[src/rtl/div_rem_sequencer_if.sv]
// EX-stage handshake between the pipeline and the DIV/REM sequencer.
interface div_rem_sequencer_if #(
   parameter int WIDTH = 32
);
   logic             start;
   logic             flush;
   logic [3:0]       ALUControl;
   logic [WIDTH-1:0] SrcA;
   logic [WIDTH-1:0] SrcB;
   logic             stall;
   logic             busy;
   logic             done;
   logic [WIDTH-1:0] Result;

   // Pipeline side: issues operations and consumes the result.
   modport master (
      output start, flush, ALUControl, SrcA, SrcB,
      input  stall, busy, done, Result
   );

   // Sequencer side.
   modport slave (
      input  start, flush, ALUControl, SrcA, SrcB,
      output stall, busy, done, Result
   );
endinterface

[src/rtl/div_rem_sequencer.sv]
// Multi-cycle signed DIV/REM sequencer for the EX stage. Radix-2 restoring
// divide on operand magnitudes, one quotient bit per cycle, with RISC-V M
// results for divide-by-zero and signed overflow.
module div_rem_sequencer #(
   parameter int WIDTH = 32,
   parameter int CNT_W = 5
) (
   input logic                clk,
   input logic                rst,
   div_rem_sequencer_if.slave bus
);

   localparam logic [3:0] ALU_DIV = 4'b0110;
   localparam logic [3:0] ALU_REM = 4'b1010;

   typedef enum logic [1:0] {
      IDLE,
      CALC,
      DONE
   } state_t;

   state_t           state;
   logic [CNT_W-1:0] cnt;
   logic             op_rem;
   logic             sign_q;
   logic             sign_r;
   logic [WIDTH-1:0] dvd;   // dividend shifts out the top, quotient fills the bottom
   logic [WIDTH-1:0] dvs;
   logic [WIDTH-1:0] rem;

   logic             is_div;
   logic             is_rem;
   logic             accept;
   logic             div_zero;
   logic             ovf;
   logic [WIDTH-1:0] abs_a;
   logic [WIDTH-1:0] abs_b;
   logic [WIDTH-1:0] rem_sh;
   logic [WIDTH-1:0] rem_nxt;
   logic [WIDTH-1:0] q_nxt;
   logic [WIDTH-1:0] res_fix;

   // Operation decode, operand magnitudes and one restoring step.
   always_comb begin
      // NOTE: every signal of this block is given a value up front so no latch can be inferred.
      is_div   = (bus.ALUControl == ALU_DIV);
      is_rem   = (bus.ALUControl == ALU_REM);
      accept   = bus.start & (is_div | is_rem) & ~bus.flush;
      div_zero = (bus.SrcB == '0);
      ovf      = (bus.SrcA == {1'b1, {(WIDTH-1){1'b0}}}) & (bus.SrcB == '1);
      abs_a    = bus.SrcA[WIDTH-1] ? -bus.SrcA : bus.SrcA;
      abs_b    = bus.SrcB[WIDTH-1] ? -bus.SrcB : bus.SrcB;
      // rem < dvs <= 2^(WIDTH-1), so dropping rem's top bit on the shift loses nothing.
      rem_sh   = {rem[WIDTH-2:0], dvd[WIDTH-1]};
      rem_nxt  = rem_sh;
      q_nxt    = {dvd[WIDTH-2:0], 1'b0};
      if (rem_sh >= dvs) begin
         rem_nxt  = rem_sh - dvs;
         q_nxt[0] = 1'b1;
      end
      if (op_rem) res_fix = sign_r ? -rem_nxt : rem_nxt;
      else        res_fix = sign_q ? -q_nxt   : q_nxt;
   end

   // Hold the pipeline while an accepted op is being issued or iterated.
   assign bus.stall = ~rst & ((state == IDLE & accept) | (state == CALC));

   // Sequencer FSM with registered busy/done/Result.
   // NOTE: sequential state uses non-blocking assignments so every register samples pre-edge values.
   always_ff @(posedge clk or posedge rst) begin
      if (rst) begin
         // NOTE: datapath registers are reset as well, so Result reads 0 after reset rather than X.
         state      <= IDLE;
         cnt        <= '0;
         op_rem     <= 1'b0;
         sign_q     <= 1'b0;
         sign_r     <= 1'b0;
         dvd        <= '0;
         dvs        <= '0;
         rem        <= '0;
         bus.busy   <= 1'b0;
         bus.done   <= 1'b0;
         bus.Result <= '0;
      end else begin
         case (state)
            IDLE: begin
               bus.done <= 1'b0;
               if (accept) begin
                  op_rem <= is_rem;
                  sign_q <= bus.SrcA[WIDTH-1] ^ bus.SrcB[WIDTH-1];
                  sign_r <= bus.SrcA[WIDTH-1];
                  dvd    <= abs_a;
                  dvs    <= abs_b;
                  rem    <= '0;
                  cnt    <= '0;
                  if (div_zero) begin
                     bus.Result <= is_rem ? bus.SrcA : '1;
                     bus.done   <= 1'b1;
                     state      <= DONE;
                  end else if (ovf) begin
                     bus.Result <= is_rem ? '0 : bus.SrcA;
                     bus.done   <= 1'b1;
                     state      <= DONE;
                  end else begin
                     bus.busy <= 1'b1;
                     state    <= CALC;
                  end
               end
            end
            CALC: begin
               if (bus.flush) begin
                  bus.busy <= 1'b0;
                  state    <= IDLE;
               end else begin
                  rem <= rem_nxt;
                  dvd <= q_nxt;
                  cnt <= cnt + 1'b1;
                  if (cnt == CNT_W'(WIDTH-1)) begin
                     bus.Result <= res_fix;
                     bus.busy   <= 1'b0;
                     bus.done   <= 1'b1;
                     state      <= DONE;
                  end
               end
            end
            DONE: begin
               bus.done <= 1'b0;
               state    <= IDLE;
            end
            default: begin
               bus.busy <= 1'b0;
               bus.done <= 1'b0;
               state    <= IDLE;
            end
         endcase
      end
   end

endmodule

[src/flat_wrapper.sv]
// flat-port wrapper written by rule: the top's interface ports become plain ports
module div_rem_sequencer_flat 
#(
   parameter int WIDTH = 32,
   parameter int CNT_W = 5
)
  (clk, rst, bus_start, bus_flush, bus_ALUControl, bus_SrcA, bus_SrcB, bus_stall, bus_busy, bus_done, bus_Result);
  div_rem_sequencer_if #(.WIDTH(WIDTH)) bus_i ();
  input logic clk;
  input logic rst;
  input wire logic [$bits(bus_i.start)-1:0] bus_start;
  input wire logic [$bits(bus_i.flush)-1:0] bus_flush;
  input wire logic [$bits(bus_i.ALUControl)-1:0] bus_ALUControl;
  input wire logic [$bits(bus_i.SrcA)-1:0] bus_SrcA;
  input wire logic [$bits(bus_i.SrcB)-1:0] bus_SrcB;
  output wire logic [$bits(bus_i.stall)-1:0] bus_stall;
  output wire logic [$bits(bus_i.busy)-1:0] bus_busy;
  output wire logic [$bits(bus_i.done)-1:0] bus_done;
  output wire logic [$bits(bus_i.Result)-1:0] bus_Result;
  assign bus_i.start = bus_start;
  assign bus_i.flush = bus_flush;
  assign bus_i.ALUControl = bus_ALUControl;
  assign bus_i.SrcA = bus_SrcA;
  assign bus_i.SrcB = bus_SrcB;
  assign bus_stall = bus_i.stall;
  assign bus_busy = bus_i.busy;
  assign bus_done = bus_i.done;
  assign bus_Result = bus_i.Result;
  div_rem_sequencer #(.WIDTH(WIDTH), .CNT_W(CNT_W)) u_core (.clk(clk), .rst(rst), .bus(bus_i));
endmodule
[config.mk]
export PLATFORM = sky130hd
export DESIGN_NAME = div_rem_sequencer_flat
export DESIGN_NICKNAME = d
export VERILOG_FILES = /design/src/rtl/div_rem_sequencer_if.sv /design/src/rtl/div_rem_sequencer.sv /design/src/flat_wrapper.sv
export SDC_FILE = /design/constraint.sdc
export NUM_CORES = 1
export LEC_CHECK = 0
export ABC_AREA = 1
export CAP_MARGIN = 0
export CORE_ASPECT_RATIO = 0.8
export CORE_MARGIN = 1
export CORE_UTILIZATION = 30
export DETAILED_ROUTE_END_ITERATION = 10
export PLACE_DENSITY = 0.49
export SYNTH_ARGS = -nofsm -noshare
export SYNTH_HDL_FRONTEND = slang
export SYNTH_SLANG_ARGS = --single-unit
[constraint.sdc]
create_clock -name clk -period 6.5 [get_ports clk]
set_input_delay 0.65 -clock clk [delete_from_list [all_inputs] [get_ports clk]]
set_output_delay 0.65 -clock clk [all_outputs]
set_load 0.005 [all_outputs]
# [Word-level counts from Yosys, hierarchy flattened]
# Cells that the tools add are included.
[word_totals] elab_cells=94 output_inout_bits=35 in_bits=72 register_bits=139
[op_classes] n_lt_le_gt_ge=1 n_eq_ne=14 n_bitwise=11 add_sub_neg=6 n_reduce_logical=9 muxes=42
[op_table] operator="2-to-1 mux 32 bit" n=15
[op_table] operator="negator 32 bit" n=4
[op_table] operator="case mux 32 bit (2 select lines)" n=2
[op_table] operator="equality test 32 bit, second input constant" n=2
[op_table] operator="2-to-1 mux 31 bit" n=2
[op_table] operator="case mux 31 bit (2 select lines)" n=1
[op_table] operator=">= comparator 32 bit" n=1
[op_table] operator="zero test 32 bit" n=1
[op_table] operator="subtractor 32 bit" n=1
[op_table] operator="2-to-1 mux 1 bit" n=11
[op_table] operator="2-to-1 mux 2 bit" n=5
[op_table] operator="2-to-1 mux 5 bit" n=2
[op_table] operator="case mux 5 bit (2 select lines)" n=1
[op_table] operator="AND reduction 5 bit" n=2
[op_table] operator="!= test 2 bit, second input constant" n=4
[op_table] operator="AND reduction 2 bit" n=3
[op_table] operator="adder 5 x 1 -> 5 bit, second input constant" n=1
[op_table] operator="AND 1 bit" n=5
[op_table] operator="equality test 5 bit, second input constant" n=1
[op_table] operator="equality test 4 x 3 -> 1 bit, second input constant" n=1
[op_table] operator="equality test 4 bit, second input constant" n=1
[op_table] operator="case mux 2 bit (2 select lines)" n=1
[op_table] operator="!= test 3 x 1 -> 1 bit, second input constant" n=1
[op_table] operator="!= test 3 bit, second input constant" n=1
[op_table] operator="11 further kinds" n=14

# [Depth between registers and ports, before layout]
# Gate-level depths: netlist of run 1.
[depth] ltp_word=8 ltp_mapped=35 ltp_nobuf=34

# [Least setup slack after synthesis of run 1]
# OpenSTA, ideal clock, no wires.
[synth_timing] path_kind="reg-to-reg" startpoint="reg u_core.dvd[31]" endpoint="reg u_core.bus.Result[24]" period_less_slack_ps=3705 t_arrival_ps=3588 n_path_buf=1 setup_slack_ps=2795 t_required_ps=6383 stages_incl_launch_ff=35 path_cell_list="dfrtp_1 inv_1 ha_1 fa_1 inv_1 nand2_1 nand2_1 nand3_1 nand2_2 nand2_2 nand3_2 nand2_4 nand2_4 inv_1 buf_2 ha_1 inv_1 nor3_1 inv_1 nor2_1 nand2_1 nor2_1 inv_1 nor2_1 inv_1 nor2_1 nand2_1 nor2_1 nand2_1 nand2_1 o211ai_1 a31oi_1 o21ai_1 nand2_1 nand2_1"
[synth_via] elab_chain_len=8
[synth_rtl] element="start: declaration" line="div_rem_sequencer.sv:27" text="logic [WIDTH-1:0] dvd;"
[synth_rtl] element="start signal: assignment" line="div_rem_sequencer.sv:92" text="dvd <= abs_a;"
[synth_rtl] element="start signal: assignment" line="div_rem_sequencer.sv:116" text="dvd <= q_nxt;"
[synth_rtl] element="subtractor 32 bit or >= comparator 32 bit (tied branches)" line="div_rem_sequencer.sv:58, div_rem_sequencer.sv:57"
[synth_rtl] element="2-to-1 mux 32 bit or 2-to-1 mux 1 bit (tied branches)" line="div_rem_sequencer.sv:57" text="if (rem_sh >= dvs) begin"
[synth_rtl] element="negator 32 bit (on tied branches)" line="div_rem_sequencer.sv:61, div_rem_sequencer.sv:62"
[synth_rtl] element="2-to-1 mux 32 bit (on tied branches)" line="div_rem_sequencer.sv:61, div_rem_sequencer.sv:62"
[synth_rtl] element="2-to-1 mux 32 bit *" line="div_rem_sequencer.sv:61" text="if (op_rem) res_fix = sign_r ? -rem_nxt : rem_nxt;"
[synth_rtl] element="2-to-1 mux 32 bit *" line="div_rem_sequencer.sv:118" text="if (cnt == CNT_W'(WIDTH-1)) begin"
[synth_rtl] element="2-to-1 mux 32 bit *" line="div_rem_sequencer.sv:111" text="if (bus.flush) begin"
[synth_rtl] element="case mux 32 bit (2 select lines) *" line="div_rem_sequencer.sv:85" text="case (state)"
[synth_rtl] element="end signal: assignment" line="div_rem_sequencer.sv:97" text="bus.Result <= is_rem ? bus.SrcA : '1;"
[synth_rtl] element="end signal: assignment" line="div_rem_sequencer.sv:101" text="bus.Result <= is_rem ? '0 : bus.SrcA;"
[synth_rtl] element="end signal: assignment" line="div_rem_sequencer.sv:119" text="bus.Result <= res_fix;"
[synth_rtl] element="end: declaration" line="div_rem_sequencer_if.sv:24" text="output stall, busy, done, Result"
# Mark *: on every way between the ends. The rest lies on a longest branch, timed or not. The select of a mux whose other input is x is not followed.
# A chain may end at the register's enable or synchronous reset.

# [Final worst setup path of run 1]
# Same ends and word-level chain as after synthesis.

==> results of run 1 <==
## where the power goes
group	internal, W	switching [W]
logic	0.00187	0.00426
clock network	0.000616	0.000449
registers	0.00125	0.000348
## cell usage after synthesis, types with 7 or more instances
| cell type | count | area [um^2] |
|---|---|---|
| xor2_1 | 37 | 324 |
| a21oi_1 | 82 | 410 |
| nand3_1 | 173 | 866 |
| buf_2 | 7 | 35.0 |
| nand4_1 | 34 | 213 |
| o21ai_0 | 185 | 926 |
| inv_1 | 294 | 1100 |
| clkbuf_1 | 56 | 210 |
| o21ai_1 | 11 | 55.1 |
| a31oi_1 | 29 | 181 |
| xnor2_1 | 10 | 87.6 |
| nor2_1 | 206 | 773 |
| o211ai_1 | 21 | 158 |
| nand2_1 | 622 | 2330 |
| nor4_1 | 14 | 87.6 |
| dfrtp_1 | 139 | 3480 |
| nand2_2 | 16 | 100 |
| o221ai_1 | 11 | 96.3 |
| buf_1 | 13 | 48.8 |
| nor3_1 | 38 | 190 |
| ha_1 | 39 | 488 |
| maj3_1 | 11 | 110 |
| or2_2 | 7 | 43.8 |
| nor2_4 | 9 | 101 |
| o22ai_1 | 12 | 75.1 |
## per-stage QoR
step / setup WS, ns / instances
3_3_place_gp: 1.77 / 2733
5_1_grt: 1.02 / 2765
6_report: 1.59 / 2765
4_1_cts: 1.66 / 2765
3_5_place_dp: 1.70 / 2733
2_1_floorplan: 2.13 / 2137
## worst max-delay path: cells and delay by family, from the launching register on
kind	cells	cell delay, ns
AOI/OAI and AO/OA	3	0.48
adders and majority gates	3	0.66
buffers and inverters	7	0.83
DFF	1	0.41
and+or+nand+nor	20	2.43
## cells by family (layout without fill, tap and decap cells)
kind of cell / Yosys count / count (layout) / synth area share (%)
buffers and inverters: 386 / 462 / 11.5
XOR/XNOR: 47 / 47 / 3.17
AND/OR/NAND/NOR: 1144 / 1144 / 37.9
AO/OA/AOI/OAI: 370 / 370 / 15.9
adder cells (fa/ha/maj): 51 / 51 / 4.76
flip-flops: 139 / 139 / 26.8
## registers in the layout, indices dropped and copies added (netlist names)
name	flops
u_core.bus.Result	32
u_core.dvd	32
u_core.dvs	32
u_core.rem	31
u_core.cnt	5
u_core.state	2
u_core.bus.busy	1
u_core.bus.done	1
u_core.op_rem	1
u_core.sign_q	1
u_core.sign_r	1
## worst min path at each step
stage | from | to | slack [ns] | cells after the start
2_1_floorplan | u_core.dvs[31] | u_core.dvs[31] | 0.45 | 2
3_3_place_gp | u_core.dvs[31] | u_core.dvs[31] | 0.47 | 2
3_5_place_dp | u_core.bus.Result[31] | u_core.bus.Result[31] | 0.47 | 2
4_1_cts | u_core.bus.Result[31] | u_core.bus.Result[31] | 0.49 | 2
5_1_grt | u_core.dvs[24] | u_core.dvs[24] | 0.50 | 2
6_report | u_core.bus.Result[31] | u_core.bus.Result[31] | 0.48 | 2
## area by class of cell
type | count | area, um^2
Clock inverter | 13 | 169
Timing Repair Buffer | 125 | 1200
Multi-Input combinational cell | 1612 | 8040
Sequential cell | 139 | 3480
Fill cell | 4706 | 27100
Clock buffer | 19 | 443
Inverter | 305 | 1150
Tap cell | 552 | 691
## per-layer routing
layer  GRT usage (%)  routed length, um  vias up
li1                -                  -     7057
met1            38.7              28400     6812
met2            33.9              21200      454
met3            4.46               3590       29
met4            3.59                405        2
met5               0                 13        -
==> results.toml, run 1 <==
[clock_network]
clkLatencyLatePin_ns = 0.46
clk_pin_slew_ns = 0.06
ctsLongestPathBuffers = 2
cts_setup_buffers = 0
cts_tree = "built"
root_buffer = "clkbuf_16"
cts_sinks = 139
cts_resized = 0
postCtsHoldBufs = 0
numCtsBuffers = 17
htree_levels = 4

[yosys]
synth-main-ff-cell = "dfrtp_1"
synth_edf_count = 0
synth_seq_area_share_pct = 26.8
synthCells = 2137
syn_area_um2 = 13000
yosysWarningCount = 0
syn-num-nets = 2249
ys_async_sr_fraction_pct = 100
synth_cell_types = 50
syn_area_per_cell_um2 = 6.08
synth-seq-cells = 139

[routing]
dr.pass1.iters = 6
detail_route.vias_per_cell = 5.19
wl_um = 53700
drtIter0Drc = 1630
vias = 14354
drc_errors = 0
wire_per_inst_um = 19.4
ant_nets = 0

[global_route]
grt_overflow = 0
grt_pass1_wl_um = 81600
grt.total_usage_pct = 24.4
grt_max_degree = 86
antenna_found_initial = 4
grt_pass1_vias = 13020

[power_and_ir_drop]
power_density_nw_per_um2 = 579
p_leak_nw = 7.36
ir_drop_mv = 0.271
power_w = 0.00879

[timing]
setup_violations = 0
slew_viol_final = 0
rsz0062_at_grt = "false"
slew-limit-headroom_pct = 37.7
post-route-min-period_ns = 4.91
fin_tns_setup_ns = 0
fmax_mhz = 204
skew_ns = 0.0165
hold_violations = 0
period_share_pct = 75.5
hold_slack_ns = 0.478
worst_pin_slew_ns = 0.935

[floorplan]
rows = 67
ios = 107
fp.dieW_um = 235
core_um2 = 42300
initial_utilization_pct = 30.7
die_area_um2 = 44100
die_h_um = 188

[min_path]
worstHoldPathType = "flip-flop to flip-flop"

[critical_path]
r2r_start = "u_core.dvd[31]"
path_common_cell = "nand2_1"
cpMaxStageDelayCell = "dfrtp_1"
crit_end = "u_core.bus.Result[24]"
reg2reg_to = "u_core.bus.Result[24]"
cp-start-kind = "flip-flop"
crit_path_max_fanout = 23
max_stage_delay_ns = 0.41
worst_ep_arrival_time_ns = 5.25
crit_path_end_kind = "flip-flop"
rrSetupSlack_ns = 1.59
r2r.worst_path.cells = 33
critPathLaunch = "u_core.dvd[31]"
worstPathRequired_ns = 6.85
worstSetupPathType = "flip-flop to flip-flop"

[final_layout]
layout.cells.most_common = "nand2_1"
final_cell_mix = "nand2_1, inv_1, nor2_1"
final_util_pct = 35.9
nNetsFinal = 2312
area_growth_pct = 16.8
fin_area_um2 = 15200
drive_gt1_share_pct = 5.15
diodes = 0

[placement]
place_hpwl_um = 42000
io_buffers = 106
gp_congestion = 0.947
dpl_cell_area_um2 = 14600

[outcome]
status = "completed"

[job]
maxCapViolCount = 0
No activity file was read; power rests on OpenSTA's default activity.
==> inputs of run 2 (changes only) <==
Clock period 6.5 ns to 4.7 ns, I/O delays scaled along.
==> run 2 against run 1 <==
Against the previous run:
- clock-buffer cell count shrank 1
- clock skew shrank 0.0037 ns
- critical path depth is the same
- die area is the same
- critical path type unchanged
- critical endpoint unchanged
- largest cell class unchanged
- largest power group unchanged
- highest routed layer is now met4
==> results.toml, run 2 (synthesis results as in run 1) <==
[routing]
drtIter0Drc = 1343
dr.pass1.iters = 7
detail_route.vias_per_cell = 5.12
ant_nets = 0
routed-wl-met3_um = 3720
wl_um = 51300
met2RoutedLength_um = 20500
highest_layer = "met4"
wl_met1_um = 26500
drc_errors = 0
vias = 14205
wire_per_inst_um = 18.5

[critical_path]
cp-start-kind = "flip-flop"
crit_path_max_fanout = 3
worstSetupPathType = "flip-flop to flip-flop"
worstPathRequired_ns = 5.05
max_stage_delay_ns = 0.41
rrSetupSlack_ns = 0.52
path_common_cell = "nand2_1"
worst_ep_arrival_time_ns = 4.53
cpMaxStageDelayCell = "dfrtp_1"
critPathTopFamily = "simple AND/OR/NAND/NOR gates"
crit_path_end_kind = "flip-flop"
cp.buffers_inverters = 7

[timing]
slew_viol_final = 0
period_share_pct = 88.9
fin_tns_setup_ns = 0
skew_ns = 0.0129
slew-limit-headroom_pct = 36.1
hold_violations = 0
fmax_mhz = 239
hold_slack_ns = 0.477
setup_violations = 0
post-route-min-period_ns = 4.18
rsz0062_at_grt = "false"
worst_pin_slew_ns = 0.959

[placement]
place_hpwl_um = 40400
io_buffers = 106
place_inst = 2741
gp_congestion = 0.938

[final_layout]
drive_gt1_share_pct = 5.49
nNetsFinal = 2320
seq_area_um2 = 3480
fillers = 4720
diodes = 0
largestRegisters = "u_core.bus.Result (32), u_core.dvd (32), u_core.dvs (32)"
multi_input_area_um2 = 8040
area_growth_pct = 17.4
final_cell_mix = "nand2_1, inv_1, nor2_1"
layout.cells.most_common = "nand2_1"
final_cells = 2773

[job]
maxCapViolCount = 0

[global_route]
grt.total_usage_pct = 23.5
grt_max_degree = 87
antenna_found_initial = 3
grt_pass1_wl_um = 79700
grt_pass1_vias = 13251
grt_overflow = 0

[clock_network]
numCtsBuffers = 17
cts_tree = "built"
cts_sinks = 139
ctsLongestPathBuffers = 2
cts_setup_buffers = 0
root_buffer = "clkbuf_16"
htree_levels = 4
postCtsHoldBufs = 0
clk_pin_slew_ns = 0.07
cts_resized = 0
clkLatencyLatePin_ns = 0.46

[floorplan]
die_h_um = 188
fp.dieW_um = 235
ios = 107
core_um2 = 42300
initial_utilization_pct = 30.7
rows = 67
die_area_um2 = 44100

[power_and_ir_drop]
ir_drop_mv = 0.352
p_leak_nw = 7.40
power_density_nw_per_um2 = 776

[min_path]
worstHoldPathType = "flip-flop to flip-flop"

[outcome]
status = "completed"
## run 2: cell count changes in the layout (fill, tap and decap cells not counted)
| cell | delta |
|---|---|
| clkbuf_8 | -1 |
| buf_4 | +8 |
| clkinvlp_4 | +2 |
| clkinv_4 | -2 |
| bufinv_16 | +1 |
## run 2: layout make-up
cell class	instances	area share [%]
Clock buffer	18	2.82
Clock inverter	14	1.29
Inverter	305	7.54
Multi-Input combinational cell	1612	52.7
Sequential cell	139	22.8
Tap cell	552	4.53
Timing Repair Buffer	133	8.29
## run 2: path summary, 6_finish.rpt
| kind | start | to | depth (start not counted) |
|---|---|---|---|
| setup / recovery | u_core.dvd[31] | u_core.bus.Result[24] | 33 |
| hold / removal | u_core.bus.Result[30] | u_core.bus.Result[30] | 2 |
| setup reg to reg | u_core.dvd[31] | u_core.bus.Result[24] | 33 |
| hold reg to reg | u_core.bus.Result[30] | u_core.bus.Result[30] | 2 |
| max in group asynchronous | rst | u_core.rem[11] | 3 |
| min in group asynchronous | rst | u_core.bus.busy | 2 |
## run 2: routing by layer
layer,track usage (%),vias to the layer above
li1,-,7082
met1,35.6,6657
met4,4.81,0
met3,5.74,35
met5,0,-
met2,33.2,431
## run 2: tightest hold or removal path, cell delays in order (launching register included)
cell and delay (ns):
dfrtp_1 0.34, nand2_1 0.05, nand2_1 0.05
## run 2: report_power, final
group	internal (W)	switching (W)
Combinational	0.00258	0.00552
Clock	0.000889	0.000611
Sequential	0.00173	0.000494
Total	0.00521	0.00662
## run 2: per-stage QoR
step	setup slack, ns	power, W	utilization [%]	instance area [um^2]
finish	0.521	0.0118	36.1	15200
global route	0.0362	0.0131	36.1	15200
CTS	0.595	0.0118	36.1	15200
detailed placement	0.617	0.0102	34.6	14600
global placement	0.682	0.0102	34.6	14600
floorplan	0.505	0.00780	-	13000
==> inputs of run 3 (changes only) <==
Settings changed: PLACE_DENSITY 0.49 to default.
==> run 3 against run 2 <==
Against the previous run:
- wire length down 6.2%
- final cell count barely moved
- hold slack gained 0.0034 ns
- combinational power decreased by 0.9%
- global-route usage shrank 1.7 points
- flip-flop and latch count unchanged
- clock-buffer cell count rose by 1
- fmax up 1.3%
- sequential power about the same
- non-clock buffer count is 2 lower
- setup slack better by 0.052 ns
- first-iteration DRC count grew 14%
- critical path type unchanged
- critical endpoint is now u_core.bus.Result[16]
==> results.toml, run 3 (synthesis results as in run 1) <==
[placement]
pre_cts_ws_ns = 0.535
gp_congestion = 0.997
place_hpwl_um = 37300
io_buffers = 106

[final_layout]
diodes = 0
drive_gt1_share_pct = 5.45
nNetsFinal = 2318
final_cell_mix = "nand2_1, inv_1, nor2_1"
area_growth_pct = 16.8
largestRegisters = "u_core.bus.Result (32), u_core.dvd (32), u_core.dvs (32)"
layout.cells.most_common = "nand2_1"

[clock_network]
ctsLongestPathBuffers = 2
numCtsBuffers = 17
htree_levels = 4
clk_pin_slew_ns = 0.07
clkLatencyLatePin_ns = 0.46
cts_tree = "built"
postCtsHoldBufs = 0
cts_setup_buffers = 0
cts_sinks = 139
root_buffer = "clkbuf_16"

[global_route]
grt_max_degree = 86
grt_overflow = 0
grt_pass1_wl_um = 75400
grt_pass1_vias = 13136
antenna_found_initial = 1
grt.total_usage_pct = 21.8

[job]
maxCapViolCount = 0

[floorplan]
ios = 107
die_area_um2 = 44100
core_um2 = 42300
initial_utilization_pct = 30.7
die_h_um = 188
rows = 67
fp.dieW_um = 235

[critical_path]
critPathTopFamily = "simple AND/OR/NAND/NOR gates"
cp-start-kind = "flip-flop"
critPathLaunch = "u_core.dvd[31]"
r2r_start = "u_core.dvd[31]"
crit_path_end_kind = "flip-flop"
worstSetupPathType = "flip-flop to flip-flop"
cpMaxStageDelayCell = "buf_4"
max_stage_delay_ns = 0.43
path_common_cell = "nand2_1"
worstPathRequired_ns = 5.05
cp.buffers_inverters = 3
worst_ep_arrival_time_ns = 4.47
crit_path_max_fanout = 40

[min_path]
worstHoldPathType = "flip-flop to flip-flop"
hold_start = "u_core.bus.Result[18]"

[timing]
slew-limit-headroom_pct = 35.9
fmax_mhz = 242
hold_violations = 0
worst_slack_ns = 0.574
period_share_pct = 87.8
skew_ns = 0.0168
slew_viol_final = 0
rsz0062_at_grt = "false"
setup_violations = 0
worst_pin_slew_ns = 0.961
post-route-min-period_ns = 4.13
fin_tns_setup_ns = 0

[routing]
wire_per_inst_um = 17.4
drtIter0Drc = 1530
dr.pass1.iters = 5
vias = 14380
drc_errors = 0
detail_route.vias_per_cell = 5.19
ant_nets = 0
wl_um = 48200

[power_and_ir_drop]
ir_drop_mv = 0.394
power_density_nw_per_um2 = 766
p_leak_nw = 7.37

[outcome]
status = "completed"
[run 3: final timing paths]
kind,end,slack (ns),depth (start not counted)
worst max-delay path,u_core.bus.Result[16],0.57,25
worst min-delay path,u_core.bus.Result[18],0.48,2
worst max register to register,u_core.bus.Result[16],0.57,25
worst min register to register,u_core.bus.Result[18],0.48,2
max in group asynchronous,u_core.rem[27],3.11,3
min in group asynchronous,u_core.bus.Result[5],0.56,2
[run 3: cell type report]
type | instances | area, um^2
fill | 4648 | 27100
clock buffer | 19 | 443
tap | 552 | 691
clock inverter | 13 | 119
timing repair buffer | 131 | 1250
multi-input combinational | 1612 | 8040
sequential | 139 | 3480
inverter | 305 | 1150
[run 3: worst register-to-register path: stages (launching register included)]
cell and delay (ns):
dfrtp_1 0.40, inv_1 0.09, ha_1 0.21, fa_1 0.41
inv_1 0.11, nand2_1 0.06, nand2_1 0.07, nand3_1 0.08
nand2_2 0.12, nand2_2 0.09, nand3_2 0.10, nand2_4 0.06
nand2_4 0.07, buf_4 0.43, nand2_2 0.14, o21ai_4 0.13
ha_1 0.25, nand3_2 0.15, nor2_4 0.26, nand2_1 0.09
nand2_1 0.15, a21oi_1 0.08, o21ai_0 0.16, nand2_1 0.18
nand2_1 0.10, nand2_1 0.05
[run 3: power breakdown]
group / leakage [nW] / internal, W / switching, W / total [W]
combinational: 5.36 / 0.00258 / 0.00545 / 0.00803
sequential: 1.75 / 0.00173 / 0.000493 / 0.00223
clock: 0.266 / 0.000745 / 0.000614 / 0.00136
[run 3: stage by stage]
stage | std cells | area [um^2] | power, W | utilization [%] | hold slack [ns]
finish | 2771 | 15200 | 0.0116 | 35.9 | 0.480
global route | 2771 | 15200 | 0.0127 | 35.9 | 0.501
CTS | 2771 | 15200 | 0.0115 | 35.9 | 0.485
detailed placement | 2739 | 14600 | 0.0101 | 34.6 | 0.467
global placement | 2739 | 14600 | 0.0101 | 34.6 | 0.467
floorplan | 2137 | 13000 | 0.00780 | - | 0.446
[run 3: what timing repair did]
action                     in CTS  in global routing
resized for setup               0                  2
setup endpoints to repair       0                  2
hold endpoints to repair        0                  0
[run 3: metal layers]
metal / GRT usage, % / routed length, um / up-vias
met2: 32.7 / 20700 / 534
li1: - / - / 7077
met4: 4.93 / 559 / 0
met1: 32.9 / 23400 / 6741
met3: 2.66 / 3470 / 28
met5: 0 / 0 / -
